[src/rtl/period_meter.sv]
// rtl/period_meter.sv - measures the rising-edge period of a slow input in clk cycles; PERIOD_METER_DUTY_EN adds high_out
module period_meter #(
  parameter int CNT_W       = 32,
  parameter int TIMEOUT     = 1000000,
  parameter int SYNC_STAGES = 2
) (
  input  logic             clk,
  input  logic             reset,
  input  logic             sig_in,
  output logic [CNT_W-1:0] period_out,
  output logic             period_valid,
  output logic             stalled
`ifdef PERIOD_METER_DUTY_EN
  ,
  output logic [CNT_W-1:0] high_out
`endif
);

  localparam logic [CNT_W-1:0] TIMEOUT_C = CNT_W'(TIMEOUT);
  localparam logic [CNT_W-1:0] ONE       = CNT_W'(1);

  typedef enum logic {
    IDLE    = 1'b0,
    MEASURE = 1'b1
  } state_t;

  state_t                 state;
  logic [SYNC_STAGES-1:0] sync;
  logic                   sync_out;
  logic                   hist;
  logic                   rise;
  logic                   rise_q;
  logic [CNT_W-1:0]       cnt;

  // SYNC_STAGES is expected to be 2 or 3; the chain shifts toward the top bit
  assign sync_out = sync[SYNC_STAGES-1];
  assign rise     = sync_out & ~hist;

  // Synchroniser chain, edge history and a registered edge strobe. The strobe
  // is registered so the counter and capture logic never see the sync output
  // directly; hist is the input level aligned with rise_q.
  always_ff @(posedge clk) begin
    if (reset) begin
      sync   <= '0;
      hist   <= 1'b0;
      rise_q <= 1'b0;
    end else begin
      sync   <= {sync[SYNC_STAGES-2:0], sig_in};
      hist   <= sync_out;
      rise_q <= rise;
    end
  end

  // Period FSM: first edge arms, later edges report, a silent TIMEOUT disarms.
  // An edge landing on the timeout cycle takes priority and is reported.
  always_ff @(posedge clk) begin
    if (reset) begin
      state        <= IDLE;
      cnt          <= '0;
      period_out   <= '0;
      period_valid <= 1'b0;
      stalled      <= 1'b0;
    end else begin
      period_valid <= 1'b0;
      case (state)
        IDLE: begin
          if (rise_q) begin
            state <= MEASURE;
            cnt   <= ONE;
          end
        end
        MEASURE: begin
          if (rise_q) begin
            cnt          <= ONE;
            period_out   <= cnt;
            period_valid <= 1'b1;
            stalled      <= 1'b0;
          end else if (cnt == TIMEOUT_C) begin
            stalled <= 1'b1;
            state   <= IDLE;
          end else begin
            cnt <= cnt + ONE;
          end
        end
        default: state <= IDLE;
      endcase
    end
  end

`ifdef PERIOD_METER_DUTY_EN
  logic [CNT_W-1:0] hcnt;

  // High-time counter, restarted on every edge and captured with period_out
  always_ff @(posedge clk) begin
    if (reset) begin
      hcnt     <= '0;
      high_out <= '0;
    end else begin
      if (rise_q) begin
        hcnt <= ONE;
      end else if (hist && (hcnt < TIMEOUT_C)) begin
        hcnt <= hcnt + ONE;
      end
      if (rise_q && (state == MEASURE)) begin
        high_out <= hcnt;
      end
    end
  end
`else
  // Duty-cycle measurement is not built in this configuration
`endif

endmodule

[config.mk]
export PLATFORM = sky130hd
export DESIGN_NAME = period_meter
export DESIGN_NICKNAME = d
export VERILOG_FILES = /design/src/rtl/period_meter.sv
export SDC_FILE = /design/constraint.sdc
export NUM_CORES = 1
export LEC_CHECK = 0
export ABC_AREA = 0
export CORE_MARGIN = 2
export CORE_UTILIZATION = 58
export CTS_CLUSTER_DIAMETER = 100
export CTS_CLUSTER_SIZE = 10
export DETAILED_ROUTE_END_ITERATION = 7
export HOLD_SLACK_MARGIN = 0.15
export PLACE_DENSITY = 0.82
export SYNTH_ARGS = -nofsm -noshare
export SYNTH_HDL_FRONTEND = slang
export SYNTH_SLANG_ARGS = --single-unit
[constraint.sdc]
create_clock -name clk -period 3.1 [get_ports clk]
set_clock_uncertainty 0.2 [all_clocks]
set_input_delay 0.465 -clock clk [delete_from_list [all_inputs] [get_ports clk]]
set_output_delay 0.465 -clock clk [all_outputs]
set_load 0.005 [all_outputs]
==> run summary <==
From synthesis to final layout, the design area changed by 22.1%. Measured along the y axis, the die boundary spans 73.0 um. The data required time at the worst endpoint is 3170 ps. The final worst setup slack came out at 768 ps.

Via count of the first global-routing pass: 2118. The H-tree was split into 3 levels. The pre-CTS setup slack came out at 750 ps.

The run gives 0 as the max-slew violation total from the final report. Along the worst path, the maximum fanout reaches 13. Power spread over the standard cell area amounts to 499 nW/um2. Hold repair after CTS inserted 0 buffers. The net count reported at finish was 324. The run gives 770 ps as the reg2reg setup slack.

The tools report the maximum clock path buffer count as 2. The run gives 0.592 as the initial standard-cell utilization of the core. The total routing resource utilization after global routing was 0.235; the count of max-cap constraint violations was 0. The logs give 37 for the I/O pin count and 1.31 mW for the internal power.

The leakage power figure was 1.17 nW; the count of placed standard cells in the final layout, fillers left out was 378. The pin count of the biggest net entering global routing was 26. The fraction of post-synthesis cell area in the top cell type by area was 0.515.

In this run the tool buffered the top-level ports with 36 buffer cells. The final routed wire length divided by cell count is 15.3 um. In the routed design, unresolved DRC markers number 0. The tightest hold path in the finished design has a slack of 186 ps.

The number of antenna violations at the first check in global routing came out at 0. Summed over all layers, the global routing overflow is 0. The run gives 0 as the number of endpoints failing setup at the final stage. The area of placed instances was 3170 um2. The synthesized design spends more area on one cell type than any other, namely sky130_fd_sc_hd__dfxtp_1. For this run, the top clock speed supported by timing is 0.429 GHz. The count of nets left with antenna violations once routing finished came out at 0.

STA classifies the critical path startpoint as a flip-flop. The final cycle utilization of the critical path is 0.752. Once placement completed, the tool counted placed cells totaling 362. The utilization after layout is 0.723. Die area: 5320 um2. For the power share of the combinational group, the log shows 0.021. For this run, the detailed router's first-pass iteration total came to 4. At the worst endpoint, the arrival time is 2400 ps. Final count of hold timing violations: 0. In the routed layout, each cell is associated on average with a via count of 5.98.

The run gives 283 as the number of standard cells after synthesis. The peak supply drop came out at 0.384 mV. The tools report the relative contribution of sequential cells to total power as 0.546. In the post-synthesis netlist, the biggest area contributors are sky130_fd_sc_hd__dfxtp_1 (52%), sky130_fd_sc_hd__a22o_1 (10%), sky130_fd_sc_hd__xnor2_1 (4.1%), sky130_fd_sc_hd__nor2_1 (2.9%), sky130_fd_sc_hd__and4_1 (2.5%). CTS saw 71 sinks. The worst path in the final design needs a cycle of 2330 ps, including I/O delays and setup.

At the later pin of the worst-skew pair, clock insertion delay measures 340 ps. 0 antenna diodes ended up in the layout. The first global-routing pass estimated 9770 um of wire.

In this run the standard cell core region covers 4660 um2. The run gives 0 as the number of gates resized after CTS. The fraction of layout instances using a drive strength above 1 is 0.0864.

The classification of the worst setup path was reg2reg. The switching part of the total is 0.219, and the vias after detailed routing is 2260. The number of different library cells used by synthesis comes to 37. The post-CTS clock slew at the launch and capture registers of the worst setup and hold paths came out at 70 ps. The buffer cell driving the clock tree root was sky130_fd_sc_hd__clkbuf_8. After synthesis, the mean cell area works out to 9.75 um2. The min-delay analysis places its worst path in the category reg2reg.

For this design the total switching power over the nets is 0.368 mW. For the final design instance area without fill, the log shows 3370 um2. The iteration-0 DRC count of the detailed router is 146. The floorplan has 25 rows. The total negative slack for setup checks was 0 ps.

From left edge to right edge, the die measures 73.0 um. The post-synthesis sequential area ratio came out at 0.515. At the pin with the least slew margin, the transition time is 572 ps. The critical path capture point type was a flip-flop. TritonCTS built the clock tree. In this run the cell area of the synthesized design comes to 2760 um2.

The clock network fraction of design power is 0.433, and the total nets after synthesis is 288. For this block, the routed nets add up to 5770 um of wire. The logs give 3900 um for the post-detailed-placement half-perimeter wirelength and 1.68 mW for the total power. The run gives 0.845 as the weighted congestion at the end of routability-driven global placement. The synthesized design contains 71 register bits.

The logs give 0.617 for the max-slew headroom at the worst pin and 0 for the yosys synthesis warning count. Buffers added to address setup during post-CTS repair amount to 0. Setup repair after global routing left no endpoint under its margin. The run finished with clean final reports. Counting the buffers created by CTS gives 9.
-- layout by cell type (no fill, tap or decap), types with 3 or more instances in the layout --
| cell type | n |
|---|---|
| sky130_fd_sc_hd__or3_1 | 10 |
| sky130_fd_sc_hd__nand2_1 | 18 |
| sky130_fd_sc_hd__clkinv_2 | 3 |
| sky130_fd_sc_hd__nand4_1 | 9 |
| sky130_fd_sc_hd__a22o_1 | 32 |
| sky130_fd_sc_hd__mux2i_1 | 3 |
| sky130_fd_sc_hd__nor3_1 | 9 |
| sky130_fd_sc_hd__inv_1 | 6 |
| sky130_fd_sc_hd__clkdlybuf4s50_1 | 36 |
| sky130_fd_sc_hd__and2_1 | 3 |
| sky130_fd_sc_hd__buf_4 | 5 |
| sky130_fd_sc_hd__o21ai_0 | 8 |
| sky130_fd_sc_hd__dfxtp_1 | 71 |
| sky130_fd_sc_hd__nor2_1 | 21 |
| sky130_fd_sc_hd__clkbuf_8 | 10 |
| sky130_fd_sc_hd__xnor2_1 | 13 |
| sky130_fd_sc_hd__o211ai_1 | 3 |
| sky130_fd_sc_hd__xor2_1 | 5 |
| sky130_fd_sc_hd__nand3_1 | 6 |
| sky130_fd_sc_hd__nor4_1 | 6 |
| sky130_fd_sc_hd__nor2b_1 | 4 |
| sky130_fd_sc_hd__a21oi_1 | 11 |
| sky130_fd_sc_hd__and4_1 | 8 |
-- metal layers --
metal	global-route usage	share of wire	vias to the layer above
met2	0.367	0.46	57
met1	0.311	0.48	1081
li1	-	-	1109
met5	0	0	-
met3	0.0649	0.042	13
met4	0.0926	0.018	0
-- path summary, 6_finish.rpt --
kind,cells past startpoint,start,end
max,6,cnt[7],cnt[27]
min,1,hist,rise_q
max reg2reg,6,cnt[7],cnt[27]
min reg2reg,1,hist,rise_q
-- sequential cells by signal, summed over array words and instances (netlist names) --
signal,cells
stalled,1
sync,2
rise_q,1
hist,1
period_valid,1
state,1
period_out,32
cnt,32
-- critical path, stage by stage, from the launching register on --
cell and delay [ps]:
sky130_fd_sc_hd__dfxtp_1 460, sky130_fd_sc_hd__and4_4 280, sky130_fd_sc_hd__nand4_2 100, sky130_fd_sc_hd__buf_4 210, sky130_fd_sc_hd__or4_1 540, sky130_fd_sc_hd__or3_1 330, sky130_fd_sc_hd__a21oi_1 140
-- synthesized netlist by cell type (all sizes together) --
| library cell | instances |
|---|---|
| nor4b | 2 |
| or3 | 10 |
| nor4bb | 1 |
| a31o | 1 |
| or4 | 2 |
| o31ai | 1 |
| nand4 | 10 |
| nor2 | 21 |
| o211ai | 3 |
| and2 | 3 |
| and3 | 2 |
| nor3 | 10 |
| nand3 | 7 |
| nor2b | 4 |
| o21ai | 9 |
| a21oi | 12 |
| nor4 | 6 |
| o21a | 1 |
| xnor2 | 13 |
| and4 | 9 |
| nand2 | 18 |
| a41o | 1 |
| xor2 | 5 |
| a22o | 32 |
| clkbuf | 13 |
| buf | 3 |
| mux2i | 3 |
| or2 | 1 |
| ha | 2 |
| inv | 6 |
| dfxtp | 71 |
| a31oi | 1 |
-- cells by family after synthesis --
kind of cell	after synthesis	share of synthesized area
XOR/XNOR	18	0.0571
buffers and inverters	22	0.0308
AO/OA/AOI/OAI	61	0.162
AND/OR/NAND/NOR	106	0.215
flip-flops	71	0.515
multiplexers	3	0.0109
adder cells (fa/ha/maj)	2	0.00907
-- power groups by stage --
| stage | Combinational (mW) | Sequential [mW] | Clock (mW) |
|---|---|---|---|
| final | 0.0350 | 0.919 | 0.729 |
| after global routing | 0.0391 | 0.919 | 0.782 |
| after global placement | 0.0336 | 0.940 | 0 |
| after CTS | 0.0349 | 0.919 | 0.737 |
| after detailed placement | 0.0342 | 0.940 | 0 |
| after floorplan | 0.0246 | 0.938 | 0 |
-- cell type report --
class	instances	area, um2
fill	347	1290
timing repair buffer	41	398
inverter	6	22.5
clock inverter	6	60.1
multi-input combinational	190	1260
tap	54	67.6
sequential	71	1420
clock buffer	10	138
Power figures use the tool's default switching activity.
